--- src/rtl/seq_gen_pkg.sv ---
// rtl/seq_gen_pkg.sv - shared state encoding and parameter defaults for seq_gen
package seq_gen_pkg;

   localparam int DEFAULT_WIDTH      = 8;
   localparam int DEFAULT_RUN_TARGET = 4;
   localparam int REPS_W             = 4;

   typedef enum logic [1:0] {
      ST_IDLE  = 2'd0,
      ST_SHIFT = 2'd1,
      ST_DONE  = 2'd2
   } state_t;

endpackage

--- src/rtl/seq_run_tracker.sv ---
// rtl/seq_run_tracker.sv - counts consecutive equal consumed bits, flags a run of RUN_TARGET
module seq_run_tracker #(
   parameter int RUN_TARGET = 4
) (
   input  logic Clock,
   input  logic Reset,
   input  logic consume,
   input  logic bit_in,
   input  logic clear,
   output logic z
);

   localparam int RW = $clog2(RUN_TARGET + 1);

   logic [RW-1:0] run;
   logic [RW-1:0] run_nxt;
   logic          prev_bit;

   // run==0 means no bit consumed since clear, so the first bit always starts a run of 1
   always_comb begin
      run_nxt = RW'(1);
      if (run != '0 && bit_in == prev_bit) begin
         if (run == RW'(RUN_TARGET))
            run_nxt = run;
         else
            run_nxt = run + 1'b1;
      end
   end

   always_ff @(posedge Clock) begin
      if (Reset) begin
         run      <= '0;
         prev_bit <= 1'b0;
         z        <= 1'b0;
      end else if (clear) begin
         run      <= '0;
         prev_bit <= 1'b0;
         z        <= 1'b0;
      end else if (consume) begin
         prev_bit <= bit_in;
         run      <= run_nxt;
         z        <= (run_nxt == RW'(RUN_TARGET));
      end
   end

endmodule

--- src/rtl/seq_gen.sv ---
// rtl/seq_gen.sv - serial pattern generator with repeat passes, step gating and run detection
module seq_gen
   import seq_gen_pkg::*;
#(
   parameter int WIDTH      = DEFAULT_WIDTH,
   parameter int RUN_TARGET = DEFAULT_RUN_TARGET
) (
   input  logic                    Clock,
   input  logic                    Reset,
   input  logic                    load_valid,
   output logic                    load_ready,
   input  logic [WIDTH-1:0]        pattern,
   input  logic [$clog2(WIDTH):0]  length,
   input  logic [REPS_W-1:0]       reps,
   input  logic                    step,
   input  logic                    abort,
   output logic                    w_out,
   output logic                    w_valid,
   output logic                    z_expect,
   output logic                    done,
   output logic [1:0]              state
);

   localparam int IW = $clog2(WIDTH);
   localparam int LW = IW + 1;

   state_t            state_q;
   logic [WIDTH-1:0]  pat_r;
   logic [IW-1:0]     len_m1_r;
   logic [REPS_W-1:0] reps_r;
   logic [IW-1:0]     idx;
   logic [REPS_W-1:0] pass_cnt;
   logic [IW-1:0]     eff_m1;
   logic              accept;
   logic              consume;

   // zero or oversize lengths fall back to the full pattern width
   always_comb begin
      eff_m1 = IW'(WIDTH - 1);
      if (length != '0 && length <= LW'(WIDTH))
         eff_m1 = IW'(length - 1'b1);
   end

   assign accept  = (state_q == ST_IDLE) && load_valid;
   assign consume = (state_q == ST_SHIFT) && step && !abort;
   assign state   = state_q;

   always_ff @(posedge Clock) begin
      if (Reset) begin
         state_q    <= ST_IDLE;
         load_ready <= 1'b1;
         w_valid    <= 1'b0;
         w_out      <= 1'b0;
         done       <= 1'b0;
         pat_r      <= '0;
         len_m1_r   <= '0;
         reps_r     <= '0;
         idx        <= '0;
         pass_cnt   <= '0;
      end else begin
         case (state_q)
            ST_IDLE: begin
               done <= 1'b0;
               if (load_valid) begin
                  pat_r      <= pattern;
                  len_m1_r   <= eff_m1;
                  reps_r     <= reps;
                  idx        <= eff_m1;
                  pass_cnt   <= '0;
                  w_out      <= pattern[eff_m1];
                  w_valid    <= 1'b1;
                  load_ready <= 1'b0;
                  state_q    <= ST_SHIFT;
               end
            end
            ST_SHIFT: begin
               if (abort) begin
                  w_valid    <= 1'b0;
                  w_out      <= 1'b0;
                  load_ready <= 1'b1;
                  state_q    <= ST_IDLE;
               end else if (step) begin
                  if (idx != '0) begin
                     idx   <= idx - 1'b1;
                     w_out <= pat_r[idx - 1'b1];
                  end else if (pass_cnt != reps_r) begin
                     // next pass starts immediately, no bubble
                     idx      <= len_m1_r;
                     pass_cnt <= pass_cnt + 1'b1;
                     w_out    <= pat_r[len_m1_r];
                  end else begin
                     w_valid <= 1'b0;
                     w_out   <= 1'b0;
                     done    <= 1'b1;
                     state_q <= ST_DONE;
                  end
               end
            end
            ST_DONE: begin
               done       <= 1'b0;
               load_ready <= 1'b1;
               state_q    <= ST_IDLE;
            end
            default: begin
               done       <= 1'b0;
               w_valid    <= 1'b0;
               w_out      <= 1'b0;
               load_ready <= 1'b1;
               state_q    <= ST_IDLE;
            end
         endcase
      end
   end

   seq_run_tracker #(
      .RUN_TARGET (RUN_TARGET)
   ) u_run_tracker (
      .Clock   (Clock),
      .Reset   (Reset),
      .consume (consume),
      .bit_in  (w_out),
      .clear   (accept),
      .z       (z_expect)
   );

endmodule

--- config.mk ---
export PLATFORM = sky130hd
export DESIGN_NAME = seq_gen
export DESIGN_NICKNAME = d
export VERILOG_FILES = /design/src/rtl/seq_gen_pkg.sv /design/src/rtl/seq_run_tracker.sv /design/src/rtl/seq_gen.sv
export SDC_FILE = /design/constraint.sdc
export NUM_CORES = 1
export LEC_CHECK = 0
export CORE_ASPECT_RATIO = 1.4
export CORE_UTILIZATION = 45
export CTS_CLUSTER_DIAMETER = 40
export DETAILED_ROUTE_END_ITERATION = 12
export PLACE_DENSITY = 0.69
export SYNTH_ARGS = -nofsm -noshare
export SYNTH_HDL_FRONTEND = slang
export SYNTH_SLANG_ARGS = --single-unit
--- constraint.sdc ---
create_clock -name Clock -period 3 [get_ports Clock]
set_input_delay 0.9 -clock Clock [delete_from_list [all_inputs] [get_ports Clock]]
set_output_delay 0.9 -clock Clock [all_outputs]
set_load 0.01 [all_outputs]
Word level (Yosys, flattened, before mapping) --
Cells that the tools add are included.
Operators by class: add/subtract/negate cells 4, $mul 0, div/mod/pow operators 0, magnitude comparators 4, equality and inequality tests 16, shift-type cells 0, multiplexer cells 42, bitwise operators 5, reduce and logical (&&, ||, !) cells 21
Operators by type and width (number):
- $mux 3 | 8
- $mux 4 | 5
- $mux 1 | 15
- $lt 3x4->1 const B | 3
- $mux 2 | 5
- $ne 2x2->1 const B | 5
- $reduce_and 5->1 | 2
- $bmux 1 s3 | 3
- $ne 3x3->1 const B | 3
- $pmux 4 s2 | 1
- $reduce_and 4->1 | 2
- $eq 3x3->1 const B | 2
- $pmux 1 s3 | 2
- $pmux 3 s2 | 1
- $reduce_and 6->1 | 1
- $reduce_bool 3->1 | 2
- $sub 3x1->3 const B | 2
- $logic_and 1x1->1 | 5
- $not 1->1 | 5
- $add 4x1->4 const B | 1
- $le 4x4->1 const B | 1
- $ne 4x4->1 | 1
- $pmux 2 s2 | 1
- $reduce_and 2->1 | 2
- 13 further kinds | 14
Word-level totals: register bits after elaboration 33, latch bits 0, bits in writable memories 0, bits in read-only memories 0, input bits 21, output and inout port bits 7, word-level logic and storage cells 105, memories 0

Depth between registers and ports, before layout --
Gate-level depths: netlist (run 1).
depth after elaboration 7, mapped depth 8, mapped depth without buffers 7

By module --
A second synthesis (run 1) with hierarchy kept.
Unflattened totals: cell total of the unflattened synthesis 221, area, all modules 1939.4 µm²
Modules (own cells, without submodules):
- seq_gen | times used 1, cells each 188, area each 1655.3 µm², sequential area each 560.5 µm²
- seq_run_tracker | times used 1, cells each 33, area each 284.0 µm², sequential area each 100.1 µm²

Least setup slack after synthesis (run 1) --
Ideal clock, no wire load.
path type input -> register, start point in length[0], end point reg w_out, setup time 0.074 ns, arrival time 2.064 ns, slack 0.861 ns, cell stages on the path 7, cells stage by stage inv_1 -> ha_1 -> nor2b_1 -> mux2i_1 -> mux2i_1 -> a22oi_1 -> a31oi_1
On the way: cells in the longest elaborated chain, start to end 7
Ends and longest elaborated chain:
- from (decl) | line seq_gen.sv:13 | input logic [$clog2(WIDTH):0] length,
- $le 4x4->1 or $reduce_bool 4->1 (tied branches) | line seq_gen.sv:40 | if (length != '0 && length <= LW'(WIDTH))
- $logic_and 1x1->1 | line seq_gen.sv:40
- $mux 3 * | line seq_gen.sv:40
- $bmux 1 s3 * | line seq_gen.sv:70 | w_out <= pattern[eff_m1];
- $mux 1 (implied by the code) * | line seq_gen.sv:70
- $mux 1 * | line seq_gen.sv:64 | if (load_valid) begin
- $pmux 1 s3 * | line seq_gen.sv:61 | case (state_q)
- to (signal assigned) | line seq_gen.sv:70
- to (signal assigned) | line seq_gen.sv:85 | w_out <= pat_r[idx - 1'b1];
- to (signal assigned) | line seq_gen.sv:90 | w_out <= pat_r[len_m1_r];
- to (decl) | line seq_gen.sv:17 | output logic w_out,
Mark *: on every way between the ends. The rest lies on a longest branch, timed or not. The select of a mux whose other input is x is not followed. A chain may end at the register's enable or synchronous reset.

Worst setup path in the final report (run 1) --
Ends and elaborated chain as after synthesis.

==> results of run 1 <==
[kinds of logic (layout without fill, tap and decap cells)]
| group | Yosys count | after routing | synth area share |
|---|---|---|---|
| adder cells (fa/ha/maj) | 6 | 6 | 0.0392 |
| buffers and inverters | 21 | 47 | 0.0490 |
| XOR/XNOR | 10 | 10 | 0.0497 |
| AND/OR/NAND/NOR | 86 | 86 | 0.232 |
| AO/OA/AOI/OAI | 47 | 47 | 0.165 |
| flip-flops | 33 | 33 | 0.345 |
| multiplexers | 18 | 18 | 0.120 |
[power breakdown]
part	leakage, nW	internal, mW	switching [mW]	total, mW
clock network	0.0450	0.161	0.164	0.325
logic	0.557	0.127	0.122	0.249
registers	0.270	0.464	0.0286	0.492
total	0.873	0.752	0.314	1.07
[layout make-up]
cell class | count | area share
Timing Repair Buffer | 30 | 0.128
Inverter | 9 | 0.0148
Clock buffer | 6 | 0.0318
Clock inverter | 2 | 0.00438
Multi-Input combinational cell | 167 | 0.508
Tap cell | 43 | 0.0236
Sequential cell | 33 | 0.289
[path summary, 6_finish.rpt]
path                        start  slack [ns]         endpoint  cells past startpoint
max                     length[0]        0.51            w_out                      8
max reg2reg  u_run_tracker.run[0]        1.14  u_run_tracker.z                      7
min               u_run_tracker.z        0.47  u_run_tracker.z                      2
min reg2reg       u_run_tracker.z        0.47  u_run_tracker.z                      2
[worst register-to-register path, stage by stage (launching register included)]
cell and delay [ns]:
dfxtp_1 0.40, inv_1 0.09, ha_1 0.25, or3b_1 0.35, o21ai_0 0.08, a22oi_1 0.08
or4_4 0.42, a21oi_2 0.12
[cell usage in the layout, fill, tap and decap left out, types with 3 or more instances in the layout]
cell type,count
a211oi_1,6
o21ai_0,4
nor2b_1,4
mux2i_1,14
ha_1,6
clkdlybuf4s50_1,27
xor2_1,5
nand2b_1,5
inv_1,9
nand3_1,5
clkbuf_8,5
mux4_2,4
xnor2_1,4
nand2_1,35
buf_4,3
a21oi_1,22
nor2_1,16
nor3_1,5
dfxtp_1,33
[sequential cells by signal, summed over array words and instances (netlist names), 2 cells and up]
name	flops
pat_r	8
pass_cnt	4
reps_r	4
idx	3
len_m1_r	3
u_run_tracker.run	3
state	2
[stage by stage]
stage	utilization	hold WS [ns]
2_1_floorplan	-	0.443
3_3_place_gp	0.547	0.456
3_5_place_dp	0.547	0.457
4_1_cts	0.568	0.468
5_1_grt	0.568	0.487
6_report	0.568	0.467
[routing by layer]
layer  vias to the layer above  wire (microns)
met1                       737            1660
met5                         -               0
met3                         5             158
li1                        830               -
met4                         0              71
met2                        35            1930
==> results.sh, run 1 <==
export IMPL_gr_usage_met3=0.0440
export IMPL_nFillCells=397
export IMPL_cts_clk_slew_worst_paths_ns=0.07
export IMPL_power_leakage_nw=0.873
export IMPL_fmax_mhz=402
export IMPL_gp_congestion=0.791
export IMPL_clockRootBuffer="clkbuf_8"
export IMPL_drc=2
export IMPL_cts_inserted_buffers=5
export IMPL_start_kind="primary input"
export IMPL_synth_edf_count=0
export IMPL_cts_resized=0
export IMPL_worst_path_max_delay_cell="mux2i_1"
export IMPL_area_growth_pct=19.3
export IMPL_place_area_sq_um=2200
export IMPL_yosysTopAreaCellShare=0.345
export IMPL_synth_most_common_cell="nand2_1"
export IMPL_final_cells=290
export IMPL_fin_worst_skew_ns=0.00649
export IMPL_status="complete, but fails checks"
export IMPL_cts_hold_buf=0
export IMPL_critPathArrivalTime_ns=2.71
export IMPL_synth_area_leader_cell="dfxtp_1"
export IMPL_async_flop_share=0
export IMPL_tns_ns=0
export IMPL_finalCritPeriodShare=0.829
export IMPL_slew_violations=0
export IMPL_layout_area_seq_sq_um=661
export IMPL_hpwl_microns=2800
export IMPL_critPathTopFamily="multiplexers"
export IMPL_relSlewSlack=0.603
export IMPL_drt_iter0_drc=45
export IMPL_path_max_fanout=4
export IMPL_start_util=0.476
export IMPL_synth_nets=248
export IMPL_grt_met1_usage=0.230
export IMPL_placed_cells=282
export IMPL_antenna_found_initial=0
export IMPL_io_buffer_count=27
export IMPL_yosysSeqAreaShare=0.345
export IMPL_vias=1607
export IMPL_ios=28
export IMPL_cap_violations=0
export IMPL_power_mw=1.07
export IMPL_wl_per_cell_microns=13.2
export IMPL_crit_type="primary input to flip-flop"
export IMPL_clock_latency_ns=0.29
export IMPL_synth_common_cells="35 x nand2_1, 33 x dfxtp_1, 22 x a21oi_1, 16 x nor2_1, 14 x mux2i_1"
export IMPL_dieArea_sq_um=4520
export IMPL_crit_chain="clkdlybuf4s50_1 > inv_1 > ha_1 > nor2b_1 > mux2i_1 > mux2i_1 > a22oi_1 > a31oi_1"
export IMPL_setup_violations=0
export IMPL_drive_gt1_frac=0.109
export IMPL_synth_cells=221
export IMPL_setup_ws_ns=0.513
export IMPL_grt_total_usage=0.200
export IMPL_worst_pin_slew_ns=0.596
export IMPL_yosys_register_bits=33
export IMPL_rsz0062_at_grt="no"
export IMPL_path_common_cell="mux2i_1"
export IMPL_crit_buf_inv=2
export IMPL_die_h_microns=79.2
export IMPL_antenna_cells=0
export IMPL_nNetsFinal=273
export IMPL_pre_cts_ws_ns=0.203
export IMPL_synth_ff_type="dfxtp_1"
export IMPL_ant_nets=0
export IMPL_grt_max_degree=21
export IMPL_cts_path_max_buffers=2
export IMPL_yosysUniqueCellTypes=45
export IMPL_hold_class="flip-flop to flip-flop"
export IMPL_multi_input_area_sq_um=1160
export IMPL_cts_tree="done"
export IMPL_num_rows=27
export IMPL_grt_ovfl_total=0
export IMPL_grt_busiest_layer="met2"
export IMPL_final_design_area_no_fill_sq_um=2280
export IMPL_synth_area_top_cells="dfxtp_1 35%, mux2i_1 7.3%, nand2_1 6.9%"
export IMPL_core_area_sq_um=4020
export IMPL_use_met2=0.348
export IMPL_failed_checks="DRC"
export IMPL_viasPerCell=5.54
export IMPL_worstPathRequired_ns=3.22
export IMPL_die_x_microns=57.1
export IMPL_slowest_delay_ns=0.43
export IMPL_hold_violations=0
export IMPL_min_period_ns=2.49
export IMPL_cts_sinks=33
export IMPL_dr_pass1_iters=8
export IMPL_ir_worst_vdd_mv=0.304
export IMPL_cts_max_level=2
export IMPL_power_density_nw_per_um2=467
export IMPL_drt_total_wl_microns=3820
export IMPL_cts_setup_buffers=0
export IMPL_yosysWarnings=0
export IMPL_avgSynthCellArea_sq_um=8.66
export IMPL_grt_pass1_vias=1544
export IMPL_synthesis_area_sq_um=1910
export IMPL_grt_pass1_wl_microns=6960
export IMPL_end_kind="flip-flop"
Power figures use the tool's default switching activity.
==> run 2: changes to the inputs <==
--- a/config.mk
+++ b/config.mk
@@ -9,7 +9,7 @@
 export CORE_UTILIZATION = 45
 export CTS_CLUSTER_DIAMETER = 40
 export DETAILED_ROUTE_END_ITERATION = 12
-export PLACE_DENSITY = 0.69
+export PLACE_DENSITY = 0.72
 export SYNTH_ARGS = -nofsm -noshare
 export SYNTH_HDL_FRONTEND = slang
 export SYNTH_SLANG_ARGS = --single-unit
==> constraint.sdc (replaced) <==
create_clock -name Clock -period 2.2 [get_ports Clock]
set_input_delay 0.66 -clock Clock [delete_from_list [all_inputs] [get_ports Clock]]
set_output_delay 0.66 -clock Clock [all_outputs]
set_load 0.01 [all_outputs]
==> results.sh, run 2 (synthesis gave the netlist of run 1 again) <==
export IMPL_failed_checks="DRC"
export IMPL_drt_total_wl_microns=4030
export IMPL_tns_ns=0
export IMPL_most_common_layout_cells="35 x nand2_1, 33 x dfxtp_1, 27 x clkdlybuf4s50_1, 22 x a21oi_1, 18 x buf_4"
export IMPL_clockRootBuffer="clkbuf_8"
export IMPL_cts_path_max_buffers=2
export IMPL_status="complete, but fails checks"
export IMPL_core_area_sq_um=4020
export IMPL_switching_share=0.299
export IMPL_setup_violations=0
export IMPL_fin_worst_skew_ns=0.00955
export IMPL_final_cells=305
export IMPL_p_switching_mw=0.444
export IMPL_grt_total_usage=0.204
export IMPL_worst_path_max_delay_cell="clkdlybuf4s50_1"
export IMPL_slowest_delay_ns=0.47
export IMPL_setup_ws_ns=0.203
export IMPL_vias=1678
export IMPL_ir_worst_vdd_mv=0.449
export IMPL_gp_congestion=0.782
export IMPL_layout_commonest_cell="nand2_1"
export IMPL_min_period_ns=2.00
export IMPL_power_mw=1.49
export IMPL_antenna_cells=0
export IMPL_worst_pin_slew_ns=0.400
export IMPL_slew_violations=0
export IMPL_drive_gt1_frac=0.164
export IMPL_hold_violations=0
export IMPL_path_common_cell="mux2i_1"
export IMPL_viasPerCell=5.50
export IMPL_worst_hold_path_endpoint="reps_r[2]"
export IMPL_grt_ovfl_total=0
export IMPL_grt_pass1_vias=1545
export IMPL_p_int_mw=1.04
export IMPL_hpwl_microns=2990
export IMPL_num_rows=27
export IMPL_hold_class="flip-flop to flip-flop"
export IMPL_hold_depth=2
export IMPL_clock_latency_ns=0.29
export IMPL_worstPathRequired_ns=2.43
export IMPL_critPathTopFamily="buffers and inverters"
export IMPL_antenna_found_initial=0
export IMPL_crit_buf_inv=3
export IMPL_cts_inserted_buffers=5
export IMPL_die_h_microns=79.2
export IMPL_power_density_nw_per_um2=620
export IMPL_combPwrFrac=0.251
export IMPL_grt_max_degree=21
export IMPL_p_seq_frac=0.447
export IMPL_wl_per_cell_microns=13.2
export IMPL_top_regs="pat_r x8, pass_cnt x4, reps_r x4"
export IMPL_p_clk_frac=0.302
export IMPL_cts_sinks=33
export IMPL_start_util=0.476
export IMPL_drc=3
export IMPL_area_growth_pct=25.4
export IMPL_cts_clk_slew_worst_paths_ns=0.07
export IMPL_start_kind="primary input"
export IMPL_dr_pass1_iters=9
export IMPL_cts_tree="done"
export IMPL_r2r_end="u_run_tracker.z"
export IMPL_r2r_setup_slack_ns=0.33
export IMPL_max_flop_register="pat_r"
export IMPL_finalCritPeriodShare=0.908
export IMPL_cts_max_level=2
export IMPL_critPathArrivalTime_ns=2.23
export IMPL_relSlewSlack=0.733
export IMPL_largest_reg_flops=8
export IMPL_power_leakage_nw=0.946
export IMPL_utilization=0.597
export IMPL_fmax_mhz=501
export IMPL_dieArea_sq_um=4520
export IMPL_path_max_fanout=4
export IMPL_die_x_microns=57.1
export IMPL_nNetsFinal=288
export IMPL_io_buffer_count=27
export IMPL_r2r_start="u_run_tracker.run[0]"
export IMPL_end_kind="flip-flop"
export IMPL_drt_iter0_drc=90
export IMPL_crit_chain="clkdlybuf4s50_1 > inv_1 > ha_1 > nor2b_1 > mux2i_1 > buf_4 > mux2i_1 > a22oi_1 > a31oi_1"
export IMPL_ios=28
export IMPL_ant_nets=0
export IMPL_pre_cts_ws_ns=-0.150
export IMPL_hold_start="reps_r[2]"
export IMPL_rsz0062_at_grt="no"
export IMPL_cts_hold_buf=0
export IMPL_grt_pass1_wl_microns=7000
export IMPL_cap_violations=0
export IMPL_ff2ff_path_depth=7
export IMPL_crit_type="primary input to flip-flop"
export IMPL_placed_cells=297
-- run 2: changes by cell type in the layout (fill, tap and decap cells not counted) --
cell        change
clkbuf_1        -1
clkinvlp_4      +1
buf_4          +15
-- run 2: worst max-delay path by stage --
stage,cells after the start,end,slack [ns],startpoint
after detailed placement,9,w_out,-0.15,length[0]
after global placement,9,w_out,-0.09,length[0]
final,9,w_out,0.20,length[0]
after floorplan,7,w_out,0.30,length[0]
after CTS,9,w_out,0.16,length[0]
after global routing,9,w_out,0.02,length[0]
-- run 2: layout make-up --
| type | count | area [sq um] |
|---|---|---|
| clock buffers | 5 | 68.8 |
| clock inverters | 3 | 17.5 |
| fillers | 369 | 1620 |
| inverters | 9 | 33.8 |
| multi-input cells | 167 | 1160 |
| flip-flops and latches | 33 | 661 |
| well taps | 43 | 53.8 |
| repair buffers | 45 | 405 |
-- run 2: power by group through the flow --
stage                     Combinational, mW  Clock (mW)  Sequential, mW
final                                 0.374       0.449           0.664
after global placement                0.369           0           0.676
after floorplan                       0.243           0           0.676
after detailed placement              0.374           0           0.678
after CTS                             0.377       0.459           0.664
after global routing                  0.412       0.489           0.669
-- run 2: what timing repair did --
item,4_1_cts,5_1_grt
endpoints found under the setup margin,0,1
gates resized for setup,0,0
setup buffers,0,0
-- run 2: worst reg2reg max path, delay by kind of cell, from the launching register on --
| kind | cells | cell delay, ns |
|---|---|---|
| AOI/OAI and AO/OA | 3 | 0.29 |
| adders and majority gates | 1 | 0.25 |
| buffers and inverters | 1 | 0.08 |
| DFF | 1 | 0.40 |
| and+or+nand+nor | 2 | 0.79 |
-- run 2: routing by layer --
metal,global-route usage,part of all wire,up-vias
met4,0.0878,0.018,0
met1,0.233,0.43,789
met2,0.355,0.52,31
met3,0.0505,0.036,5
met5,0,0,-
li1,-,-,853
-- run 2: stage by stage --
step                      hold WS, ns  cell area [sq um]
after floorplan                 0.443               1910
after global placement          0.456               2310
after detailed placement        0.461               2310
after CTS                       0.470               2400
after global routing            0.488               2400
final                           0.468               2400
